**config.mk**
```make
export PLATFORM = sky130hd
export DESIGN_NAME = axi_master_slice_flat
export DESIGN_NICKNAME = d
export VERILOG_FILES = /design/src/rtl/axi_slice_pkg.sv /design/src/rtl/axi_master_slice_if.sv /design/src/rtl/axi_slice_ch.sv /design/src/rtl/axi_master_slice.sv /design/src/flat_wrapper.sv
export SDC_FILE = /design/constraint.sdc
export NUM_CORES = 1
export LEC_CHECK = 0
export BUFFER_PORTS_ARGS = -buffer_cell sky130_fd_sc_hd__buf_4
export CAP_MARGIN = 20
export CORE_MARGIN = 1
export CORE_UTILIZATION = 48
export DETAILED_ROUTE_END_ITERATION = 16
export HOLD_SLACK_MARGIN = 0.15
export PLACE_DENSITY = 0.83
export SETUP_SLACK_MARGIN = 0.15
export SYNTH_ARGS = -nofsm -noshare
export SYNTH_HDL_FRONTEND = slang
export SYNTH_SLANG_ARGS = --single-unit
```
**constraint.sdc**
```tcl
create_clock -name ACLK -period 1.4 [get_ports ACLK]
set_input_delay 0.28 -clock ACLK [delete_from_list [all_inputs] [get_ports ACLK]]
set_output_delay 0.28 -clock ACLK [all_outputs]
set_load 0.02 [all_outputs]
```
**src/rtl/axi_slice_pkg.sv**
```systemverilog
// ============================================================================
// axi_slice_pkg : payload types, width constants and modes for the AXI slice
// Revision 1.0
// ============================================================================
`default_nettype none

package axi_slice_pkg;

    // Default field widths for the current bus generation
    localparam int AXI_ID_BITS   = 4;
    localparam int AXI_ADDR_BITS = 32;
    localparam int AXI_DATA_BITS = 32;
    localparam int AXI_LEN_BITS  = 4;
    localparam int AXI_STRB_BITS = AXI_DATA_BITS / 8;

    localparam int SIZE_BITS  = 3;
    localparam int BURST_BITS = 2;
    localparam int RESP_BITS  = 2;

    typedef struct packed {
        logic [AXI_ID_BITS-1:0]   id;
        logic [AXI_ADDR_BITS-1:0] addr;
        logic [AXI_LEN_BITS-1:0]  len;
        logic [SIZE_BITS-1:0]     size;
        logic [BURST_BITS-1:0]    burst;
    } aw_pay_t;

    typedef struct packed {
        logic [AXI_ID_BITS-1:0]   id;
        logic [AXI_ADDR_BITS-1:0] addr;
        logic [AXI_LEN_BITS-1:0]  len;
        logic [SIZE_BITS-1:0]     size;
        logic [BURST_BITS-1:0]    burst;
    } ar_pay_t;

    typedef struct packed {
        logic [AXI_DATA_BITS-1:0] data;
        logic [AXI_STRB_BITS-1:0] strb;
        logic                     last;
    } w_pay_t;

    typedef struct packed {
        logic [AXI_ID_BITS-1:0] id;
        logic [RESP_BITS-1:0]   resp;
    } b_pay_t;

    typedef struct packed {
        logic [AXI_ID_BITS-1:0]   id;
        logic [AXI_DATA_BITS-1:0] data;
        logic [RESP_BITS-1:0]     resp;
        logic                     last;
    } r_pay_t;

    typedef enum logic [1:0] {
        BYPASS = 2'd0,
        FWD    = 2'd1,
        FULL   = 2'd2
    } slice_mode_e;

    typedef enum logic [1:0] {
        EMPTY = 2'd0,
        ONE   = 2'd1,
        TWO   = 2'd2
    } skid_state_e;

endpackage

`default_nettype wire

```
**src/rtl/axi_master_slice_if.sv**
```systemverilog
// ============================================================================
// axi_master_slice_if : five-channel AXI4 bus bundle with master/slave views
// Revision 1.0
// ============================================================================
`default_nettype none

interface axi_master_slice_if;
    import axi_slice_pkg::*;

    aw_pay_t aw_pay;
    logic    aw_valid;
    logic    aw_ready;
    w_pay_t  w_pay;
    logic    w_valid;
    logic    w_ready;
    b_pay_t  b_pay;
    logic    b_valid;
    logic    b_ready;
    ar_pay_t ar_pay;
    logic    ar_valid;
    logic    ar_ready;
    r_pay_t  r_pay;
    logic    r_valid;
    logic    r_ready;

    modport mst (
        output aw_pay, aw_valid, input  aw_ready,
        output w_pay,  w_valid,  input  w_ready,
        input  b_pay,  b_valid,  output b_ready,
        output ar_pay, ar_valid, input  ar_ready,
        input  r_pay,  r_valid,  output r_ready
    );

    modport slv (
        input  aw_pay, aw_valid, output aw_ready,
        input  w_pay,  w_valid,  output w_ready,
        output b_pay,  b_valid,  input  b_ready,
        input  ar_pay, ar_valid, output ar_ready,
        output r_pay,  r_valid,  input  r_ready
    );

endinterface

`default_nettype wire

```
**src/rtl/axi_slice_ch.sv**
```systemverilog
// ============================================================================
// axi_slice_ch : generic valid/ready slice, bypass / forward / two-entry skid
// Revision 1.0
// ============================================================================
`default_nettype none

module axi_slice_ch
    import axi_slice_pkg::*;
#(
    parameter int WIDTH = 8,
    parameter int MODE  = 2
) (
    input  wire logic             clk,
    input  wire logic             rst_n,
    input  wire logic [WIDTH-1:0] up_pay,
    input  wire logic             up_valid,
    output logic                  up_ready,
    output logic      [WIDTH-1:0] dn_pay,
    output logic                  dn_valid,
    input  wire logic             dn_ready
);

    if (MODE == int'(BYPASS)) begin : g_bypass
        logic unused_clk_rst;
        assign unused_clk_rst = clk ^ rst_n;

        assign dn_pay   = up_pay;
        assign dn_valid = up_valid;
        assign up_ready = dn_ready;

    end else if (MODE == int'(FWD)) begin : g_fwd
        logic             push;
        logic             valid_q;
        logic [WIDTH-1:0] pay_q;

        assign up_ready = ~valid_q | dn_ready;
        assign push     = up_valid & up_ready;

        always_ff @(posedge clk or negedge rst_n) begin
            if (!rst_n) begin
                valid_q <= 1'b0;
                pay_q   <= '0;
            end else begin
                valid_q <= push | (valid_q & ~dn_ready);
                if (push) begin
                    pay_q <= up_pay;
                end
            end
        end

        assign dn_valid = valid_q;
        assign dn_pay   = pay_q;

    end else begin : g_full
        skid_state_e      state;
        skid_state_e      state_nxt;
        logic             push;
        logic             pop;
        logic             ready_q;
        logic             valid_q;
        logic             load_main_up;
        logic             load_main_skid;
        logic             load_skid;
        logic [WIDTH-1:0] main_q;
        logic [WIDTH-1:0] skid_q;

        assign push = up_valid & ready_q;
        assign pop  = valid_q & dn_ready;

        // Handshake outputs are separate flops so neither side sees a combinational path
        always_ff @(posedge clk or negedge rst_n) begin
            if (!rst_n) begin
                state   <= EMPTY;
                ready_q <= 1'b1;
                valid_q <= 1'b0;
            end else begin
                state   <= state_nxt;
                ready_q <= (state_nxt != TWO);
                valid_q <= (state_nxt != EMPTY);
            end
        end

        always_comb begin
            state_nxt      = state;
            load_main_up   = 1'b0;
            load_main_skid = 1'b0;
            load_skid      = 1'b0;
            case (state)
                EMPTY: begin
                    if (push) begin
                        state_nxt    = ONE;
                        load_main_up = 1'b1;
                    end
                end
                ONE: begin
                    if (push && !pop) begin
                        state_nxt = TWO;
                        load_skid = 1'b1;
                    end else if (pop && !push) begin
                        state_nxt = EMPTY;
                    end else if (push && pop) begin
                        load_main_up = 1'b1;
                    end
                end
                TWO: begin
                    if (pop) begin
                        state_nxt      = ONE;
                        load_main_skid = 1'b1;
                    end
                end
                default: state_nxt = EMPTY;
            endcase
        end

        always_ff @(posedge clk or negedge rst_n) begin
            if (!rst_n) begin
                main_q <= '0;
                skid_q <= '0;
            end else begin
                if (load_main_up) begin
                    main_q <= up_pay;
                end else if (load_main_skid) begin
                    main_q <= skid_q;
                end
                if (load_skid) begin
                    skid_q <= up_pay;
                end
            end
        end

        assign up_ready = ready_q;
        assign dn_valid = valid_q;
        assign dn_pay   = main_q;
    end

endmodule

`default_nettype wire

```
**src/rtl/axi_master_slice.sv**
```systemverilog
// ============================================================================
// axi_master_slice : AXI4 register slice, one independent slice per channel
// Revision 1.0
// ============================================================================
`default_nettype none

module axi_master_slice
    import axi_slice_pkg::*;
#(
    parameter int ID_BITS   = AXI_ID_BITS,
    parameter int ADDR_BITS = AXI_ADDR_BITS,
    parameter int DATA_BITS = AXI_DATA_BITS,
    parameter int LEN_BITS  = AXI_LEN_BITS,
    parameter int MODE_AW   = 2,
    parameter int MODE_W    = 2,
    parameter int MODE_B    = 1,
    parameter int MODE_AR   = 2,
    parameter int MODE_R    = 2
) (
    input  wire logic   ACLK,
    input  wire logic   ARESETn,
    axi_master_slice_if.slv s_axi,
    axi_master_slice_if.mst m_axi
);

    localparam int AX_W = ID_BITS + ADDR_BITS + LEN_BITS + SIZE_BITS + BURST_BITS;
    localparam int W_W  = DATA_BITS + DATA_BITS / 8 + 1;
    localparam int B_W  = ID_BITS + RESP_BITS;
    localparam int R_W  = ID_BITS + DATA_BITS + RESP_BITS + 1;

    logic [AX_W-1:0] aw_dn;
    logic [W_W-1:0]  w_dn;
    logic [B_W-1:0]  b_dn;
    logic [AX_W-1:0] ar_dn;
    logic [R_W-1:0]  r_dn;

    axi_slice_ch #(.WIDTH(AX_W), .MODE(MODE_AW)) u_aw (
        .clk      (ACLK),
        .rst_n    (ARESETn),
        .up_pay   (s_axi.aw_pay),
        .up_valid (s_axi.aw_valid),
        .up_ready (s_axi.aw_ready),
        .dn_pay   (aw_dn),
        .dn_valid (m_axi.aw_valid),
        .dn_ready (m_axi.aw_ready)
    );
    assign m_axi.aw_pay = aw_pay_t'(aw_dn);

    axi_slice_ch #(.WIDTH(W_W), .MODE(MODE_W)) u_w (
        .clk      (ACLK),
        .rst_n    (ARESETn),
        .up_pay   (s_axi.w_pay),
        .up_valid (s_axi.w_valid),
        .up_ready (s_axi.w_ready),
        .dn_pay   (w_dn),
        .dn_valid (m_axi.w_valid),
        .dn_ready (m_axi.w_ready)
    );
    assign m_axi.w_pay = w_pay_t'(w_dn);

    // Response channels flow bridge -> master
    axi_slice_ch #(.WIDTH(B_W), .MODE(MODE_B)) u_b (
        .clk      (ACLK),
        .rst_n    (ARESETn),
        .up_pay   (m_axi.b_pay),
        .up_valid (m_axi.b_valid),
        .up_ready (m_axi.b_ready),
        .dn_pay   (b_dn),
        .dn_valid (s_axi.b_valid),
        .dn_ready (s_axi.b_ready)
    );
    assign s_axi.b_pay = b_pay_t'(b_dn);

    axi_slice_ch #(.WIDTH(AX_W), .MODE(MODE_AR)) u_ar (
        .clk      (ACLK),
        .rst_n    (ARESETn),
        .up_pay   (s_axi.ar_pay),
        .up_valid (s_axi.ar_valid),
        .up_ready (s_axi.ar_ready),
        .dn_pay   (ar_dn),
        .dn_valid (m_axi.ar_valid),
        .dn_ready (m_axi.ar_ready)
    );
    assign m_axi.ar_pay = ar_pay_t'(ar_dn);

    axi_slice_ch #(.WIDTH(R_W), .MODE(MODE_R)) u_r (
        .clk      (ACLK),
        .rst_n    (ARESETn),
        .up_pay   (m_axi.r_pay),
        .up_valid (m_axi.r_valid),
        .up_ready (m_axi.r_ready),
        .dn_pay   (r_dn),
        .dn_valid (s_axi.r_valid),
        .dn_ready (s_axi.r_ready)
    );
    assign s_axi.r_pay = r_pay_t'(r_dn);

endmodule

`default_nettype wire

```
**src/flat_wrapper.sv**
```systemverilog
// flat-port wrapper written by rule: the top's interface ports become plain ports
module axi_master_slice_flat import axi_slice_pkg::*;
#(
    parameter int ID_BITS   = AXI_ID_BITS,
    parameter int ADDR_BITS = AXI_ADDR_BITS,
    parameter int DATA_BITS = AXI_DATA_BITS,
    parameter int LEN_BITS  = AXI_LEN_BITS,
    parameter int MODE_AW   = 2,
    parameter int MODE_W    = 2,
    parameter int MODE_B    = 1,
    parameter int MODE_AR   = 2,
    parameter int MODE_R    = 2
)
  (ACLK, ARESETn, s_axi_aw_pay, s_axi_aw_valid, s_axi_aw_ready, s_axi_w_pay, s_axi_w_valid, s_axi_w_ready, s_axi_b_pay, s_axi_b_valid, s_axi_b_ready, s_axi_ar_pay, s_axi_ar_valid, s_axi_ar_ready, s_axi_r_pay, s_axi_r_valid, s_axi_r_ready, m_axi_aw_pay, m_axi_aw_valid, m_axi_aw_ready, m_axi_w_pay, m_axi_w_valid, m_axi_w_ready, m_axi_b_pay, m_axi_b_valid, m_axi_b_ready, m_axi_ar_pay, m_axi_ar_valid, m_axi_ar_ready, m_axi_r_pay, m_axi_r_valid, m_axi_r_ready);
  axi_master_slice_if s_axi_i ();
  axi_master_slice_if m_axi_i ();
  input  wire logic ACLK;
  input  wire logic ARESETn;
  input wire logic [$bits(s_axi_i.aw_pay)-1:0] s_axi_aw_pay;
  input wire logic [$bits(s_axi_i.aw_valid)-1:0] s_axi_aw_valid;
  output wire logic [$bits(s_axi_i.aw_ready)-1:0] s_axi_aw_ready;
  input wire logic [$bits(s_axi_i.w_pay)-1:0] s_axi_w_pay;
  input wire logic [$bits(s_axi_i.w_valid)-1:0] s_axi_w_valid;
  output wire logic [$bits(s_axi_i.w_ready)-1:0] s_axi_w_ready;
  output wire logic [$bits(s_axi_i.b_pay)-1:0] s_axi_b_pay;
  output wire logic [$bits(s_axi_i.b_valid)-1:0] s_axi_b_valid;
  input wire logic [$bits(s_axi_i.b_ready)-1:0] s_axi_b_ready;
  input wire logic [$bits(s_axi_i.ar_pay)-1:0] s_axi_ar_pay;
  input wire logic [$bits(s_axi_i.ar_valid)-1:0] s_axi_ar_valid;
  output wire logic [$bits(s_axi_i.ar_ready)-1:0] s_axi_ar_ready;
  output wire logic [$bits(s_axi_i.r_pay)-1:0] s_axi_r_pay;
  output wire logic [$bits(s_axi_i.r_valid)-1:0] s_axi_r_valid;
  input wire logic [$bits(s_axi_i.r_ready)-1:0] s_axi_r_ready;
  output wire logic [$bits(m_axi_i.aw_pay)-1:0] m_axi_aw_pay;
  output wire logic [$bits(m_axi_i.aw_valid)-1:0] m_axi_aw_valid;
  input wire logic [$bits(m_axi_i.aw_ready)-1:0] m_axi_aw_ready;
  output wire logic [$bits(m_axi_i.w_pay)-1:0] m_axi_w_pay;
  output wire logic [$bits(m_axi_i.w_valid)-1:0] m_axi_w_valid;
  input wire logic [$bits(m_axi_i.w_ready)-1:0] m_axi_w_ready;
  input wire logic [$bits(m_axi_i.b_pay)-1:0] m_axi_b_pay;
  input wire logic [$bits(m_axi_i.b_valid)-1:0] m_axi_b_valid;
  output wire logic [$bits(m_axi_i.b_ready)-1:0] m_axi_b_ready;
  output wire logic [$bits(m_axi_i.ar_pay)-1:0] m_axi_ar_pay;
  output wire logic [$bits(m_axi_i.ar_valid)-1:0] m_axi_ar_valid;
  input wire logic [$bits(m_axi_i.ar_ready)-1:0] m_axi_ar_ready;
  input wire logic [$bits(m_axi_i.r_pay)-1:0] m_axi_r_pay;
  input wire logic [$bits(m_axi_i.r_valid)-1:0] m_axi_r_valid;
  output wire logic [$bits(m_axi_i.r_ready)-1:0] m_axi_r_ready;
  assign s_axi_i.aw_pay = s_axi_aw_pay;
  assign s_axi_i.aw_valid = s_axi_aw_valid;
  assign s_axi_aw_ready = s_axi_i.aw_ready;
  assign s_axi_i.w_pay = s_axi_w_pay;
  assign s_axi_i.w_valid = s_axi_w_valid;
  assign s_axi_w_ready = s_axi_i.w_ready;
  assign s_axi_b_pay = s_axi_i.b_pay;
  assign s_axi_b_valid = s_axi_i.b_valid;
  assign s_axi_i.b_ready = s_axi_b_ready;
  assign s_axi_i.ar_pay = s_axi_ar_pay;
  assign s_axi_i.ar_valid = s_axi_ar_valid;
  assign s_axi_ar_ready = s_axi_i.ar_ready;
  assign s_axi_r_pay = s_axi_i.r_pay;
  assign s_axi_r_valid = s_axi_i.r_valid;
  assign s_axi_i.r_ready = s_axi_r_ready;
  assign m_axi_aw_pay = m_axi_i.aw_pay;
  assign m_axi_aw_valid = m_axi_i.aw_valid;
  assign m_axi_i.aw_ready = m_axi_aw_ready;
  assign m_axi_w_pay = m_axi_i.w_pay;
  assign m_axi_w_valid = m_axi_i.w_valid;
  assign m_axi_i.w_ready = m_axi_w_ready;
  assign m_axi_i.b_pay = m_axi_b_pay;
  assign m_axi_i.b_valid = m_axi_b_valid;
  assign m_axi_b_ready = m_axi_i.b_ready;
  assign m_axi_ar_pay = m_axi_i.ar_pay;
  assign m_axi_ar_valid = m_axi_i.ar_valid;
  assign m_axi_i.ar_ready = m_axi_ar_ready;
  assign m_axi_i.r_pay = m_axi_r_pay;
  assign m_axi_i.r_valid = m_axi_r_valid;
  assign m_axi_r_ready = m_axi_i.r_ready;
  axi_master_slice #(.ID_BITS(ID_BITS), .ADDR_BITS(ADDR_BITS), .DATA_BITS(DATA_BITS), .LEN_BITS(LEN_BITS), .MODE_AW(MODE_AW), .MODE_W(MODE_W), .MODE_B(MODE_B), .MODE_AR(MODE_AR), .MODE_R(MODE_R)) u_core (.ACLK(ACLK), .ARESETn(ARESETn), .s_axi(s_axi_i), .m_axi(m_axi_i));
endmodule
```
==> results.yml <==
die:
  design.core.area_mm2: 0.02987
  rows: 63
  pin_count: 366
  fp.dieH_um: 177.1
  start_util: 0.4926
  die-area_mm2: 0.03136
  die_x_um: 177.1
cts:
  cts_tree: "built"
  numCtsBuffers: 38
  cts_sinks: 355
  clockRootBuffer: "clkbuf_16"
  clk_pin_slew_ns: 0.07
  clockBufferDepth: 3
  clock_latency_ns: 0.52
  htree_num_levels: 2
timing:
  slew_headroom: 0.7112
  worst_slew_pin_slew_ns: 0.4323
  hold_viol_final: 0
  setup_ws_ns: -0.2688
  timing.fmax_mhz: 599.2
  slew_violations: 0
  whs_ns: 0.1752
  finalCriticalPeriod_ns: 1.669
  finalSetupViolCount: 350
  rsz0062_at_grt: "yes"
  fin_crit_sh: 1.192
  skew_ns: 0.01615
drt:
  drc: 0
  ant_nets: 0
  drt_iter0_markers: 1156
  dr_total_vias: 13160
  routedWlPerCell_um: 25.36
  vias_per_cell: 6.171
  firstDrtPassIters: 5
  drt_wl_total_um: 54070
critical_path:
  critPathMaxFanout: 10
  critPathCaptureType: "flop"
  arrival_ns: 2.07
  crit_chain: "and3b_2 > buf_6 > nand3_4 > buf_4 > buf_16 > mux2_2"
  cpPeakStageDelay_ns: 0.53
  slowest_stage: "dfstp_2"
  crit_required_ns: 1.80
  worstSetupPathType: "flop to flop"
  worstSetupStartpointType: "flop"
finish:
  nNetsFinal: 1895
  multiInputGateArea_mm2: 0.005540
  fin_area_mm2: 0.02343
  layout_commonest_cell: "buf_4"
  drive_gt1_frac: 0.4997
  area_growth_pct: 59.23
  fillerInstances: 1443
  layout_common_cells: "buf_4, dfrtp_1, dlygate4sd3_1"
  seqCellArea_mm2: 0.008896
power_and_ir_drop:
  combPwrFrac: 0.473
  p_clk_frac: 0.188
  p_per_area_mw_per_mm2: 2445
  power_frac_seq: 0.339
  leakagePower_nw: 11.52
  p_int_w: 0.03684
  power_switching_w: 0.02046
  ir_drop_mv: 1.604
  switching_share: 0.3571
worst_hold_path:
  worstHoldPathType: "primary input to flop"
synthesis:
  synthFlopType: "dfrtp_1"
  synth_cell_type_count: 36
  muxShareOfSynthArea: 0.1484
  synthSimpleGateAreaFrac: 0.08698
  synth_top_cell_area_share: 0.5968
  synth_top_area_cell: "dfrtp_1"
  synth_edf_count: 0
  synth_top_family_by_area: "multiplexers"
  ys_seq_elements: 355
  synth-compound-area-share: 0.1222
  seq_area_frac_synth: 0.6040
  synthesis.area_mm2: 0.01472
  ys_warn_count: 0
  synthTopCellsByArea: "dfrtp_1, a221o_1, mux2_2, and3_1, mux2_4"
  synth.avg_cell_area_um2: 14.50
  synth_xor_area_frac: 0
  synth_cells: 1015
  async_flop_share: 1.000
  syn_nets: 1199
  synthAdderAreaFrac: 0
grt:
  grtUsageTotal: 0.2848
  gr-max-usage-layer: "met2"
  use_met2: 0.4884
  globalRouteMet1Util: 0.3425
  use_met3: 0.06143
  first_global_vias: 12710
  grt_pass1_wl_um: 69900
  grt_overflow_total: 0
  grt_max_degree: 52
  antenna_found_initial: 5
placed_design:
  finalWeightedCongestion: 0.8449
  dp.final_hpwl_um: 25690
  dpl_cell_area_mm2: 0.01842
  numPortBuffers: 365
flow_run:
  maxCapViolCount: 0
run_status:
  violations: "setup timing"
  outcome: "finished, violations left"
## area by class of cell
type / count / share of cell area
multi-input cells: 573 / 0.2364
clock buffers: 59 / 0.05136
clock inverters: 7 / 0.004859
well taps: 390 / 0.02082
diodes: 5 / 0.0005339
repair buffers: 743 / 0.3064
flip-flops and latches: 355 / 0.3796
## layer usage
layer | routed length, um | vias to the layer above
met5 | 0 | -
met4 | 2951 | 0
met3 | 4486 | 242
met2 | 27560 | 924
met1 | 19070 | 6667
li1 | - | 5324
## stage by stage
stage               setup WS [ns]  instances  utilization  power, W  setup TNS [ns]
global placement          -0.3813       1767       0.6167   0.03841          -52.00
CTS                       -0.2016       2033       0.7336   0.05143          -44.06
finish                    -0.2688       2132       0.7844   0.05730          -62.51
floorplan                 -0.2245       1015            -   0.03144          -35.65
global route              -0.2869       2132       0.7844   0.05903          -71.40
detailed placement        -0.4406       1767       0.6167   0.03934          -62.17
## registers in the layout, summed over array words and instances, names as in the netlist, 2 cells and up
name and count:
u_core.u_r.g_full.skid_q 39, u_core.u_aw.g_full.state 2, u_core.u_aw.dn_pay 45, u_core.u_r.dn_pay 39, u_core.u_aw.g_full.skid_q 45, u_core.u_ar.g_full.skid_q 45
u_core.u_w.g_full.skid_q 37, u_core.u_b.dn_pay 6, u_core.u_ar.g_full.state 2, u_core.u_w.g_full.state 2, u_core.u_ar.dn_pay 45, u_core.u_w.dn_pay 37
u_core.u_r.g_full.state 2
## cell usage after synthesis (all sizes together), types with 4 or more instances
master / instances
dfstp: 4
and3: 163
nand2: 15
a221o: 163
or2: 4
dfrtp: 351
clkbuf: 31
buf: 57
and3b: 4
mux2: 182
and4b: 4
a21bo: 4
a21oi: 10
## power groups by stage
stage	Sequential, W	Clock (W)	Combinational [W]
floorplan	0.0208	0	0.0107
global placement	0.0183	0	0.0201
detailed placement	0.0186	0	0.0208
CTS	0.0186	0.0107	0.0222
global route	0.0196	0.0112	0.0282
finish	0.0194	0.0108	0.0271
## path summary, 6_finish.rpt
check | cells past startpoint | endpoint | slack [ns] | start
max in group asynchronous | 3 | u_core.u_aw.g_full.skid_q[31] | 0.47 | ARESETn
max | 6 | u_core.u_w.g_full.skid_q[27] | -0.27 | u_core.u_w.up_ready
max reg2reg | 6 | u_core.u_w.g_full.skid_q[27] | -0.27 | u_core.u_w.up_ready
min | 3 | u_core.u_w.g_full.state[0] | 0.18 | m_axi_w_ready
min in group asynchronous | 2 | u_core.u_ar.g_full.skid_q[12] | 0.26 | ARESETn
min reg2reg | 1 | u_core.u_ar.dn_pay[1] | 0.50 | u_core.u_ar.g_full.skid_q[1]
## cells by family (layout without fill, tap and decap cells)
group | Yosys count | after routing
AOI/OAI and AO/OA | 184 | 185
buffers and inverters | 88 | 809
DFF | 355 | 355
muxes | 182 | 182
other | 0 | 5
and+or+nand+nor | 206 | 206
## what timing repair did
item                                    CTS  global route
setup buffers                            18            80
pin swaps                                 5            21
resized for setup                        39           155
hold endpoints to repair                694             0
hold buffers                            177             0
gates cloned                              5            14
endpoints found under the setup margin  529           531
## critical path, delay by kind of cell, from the launching register on
family / cells / cell delay, ns
multiplexers: 1 / 0.28
buffers and inverters: 3 / 0.43
flip-flops: 1 / 0.53
AND/OR/NAND/NOR: 2 / 0.30
Power figures use the tool's default switching activity.
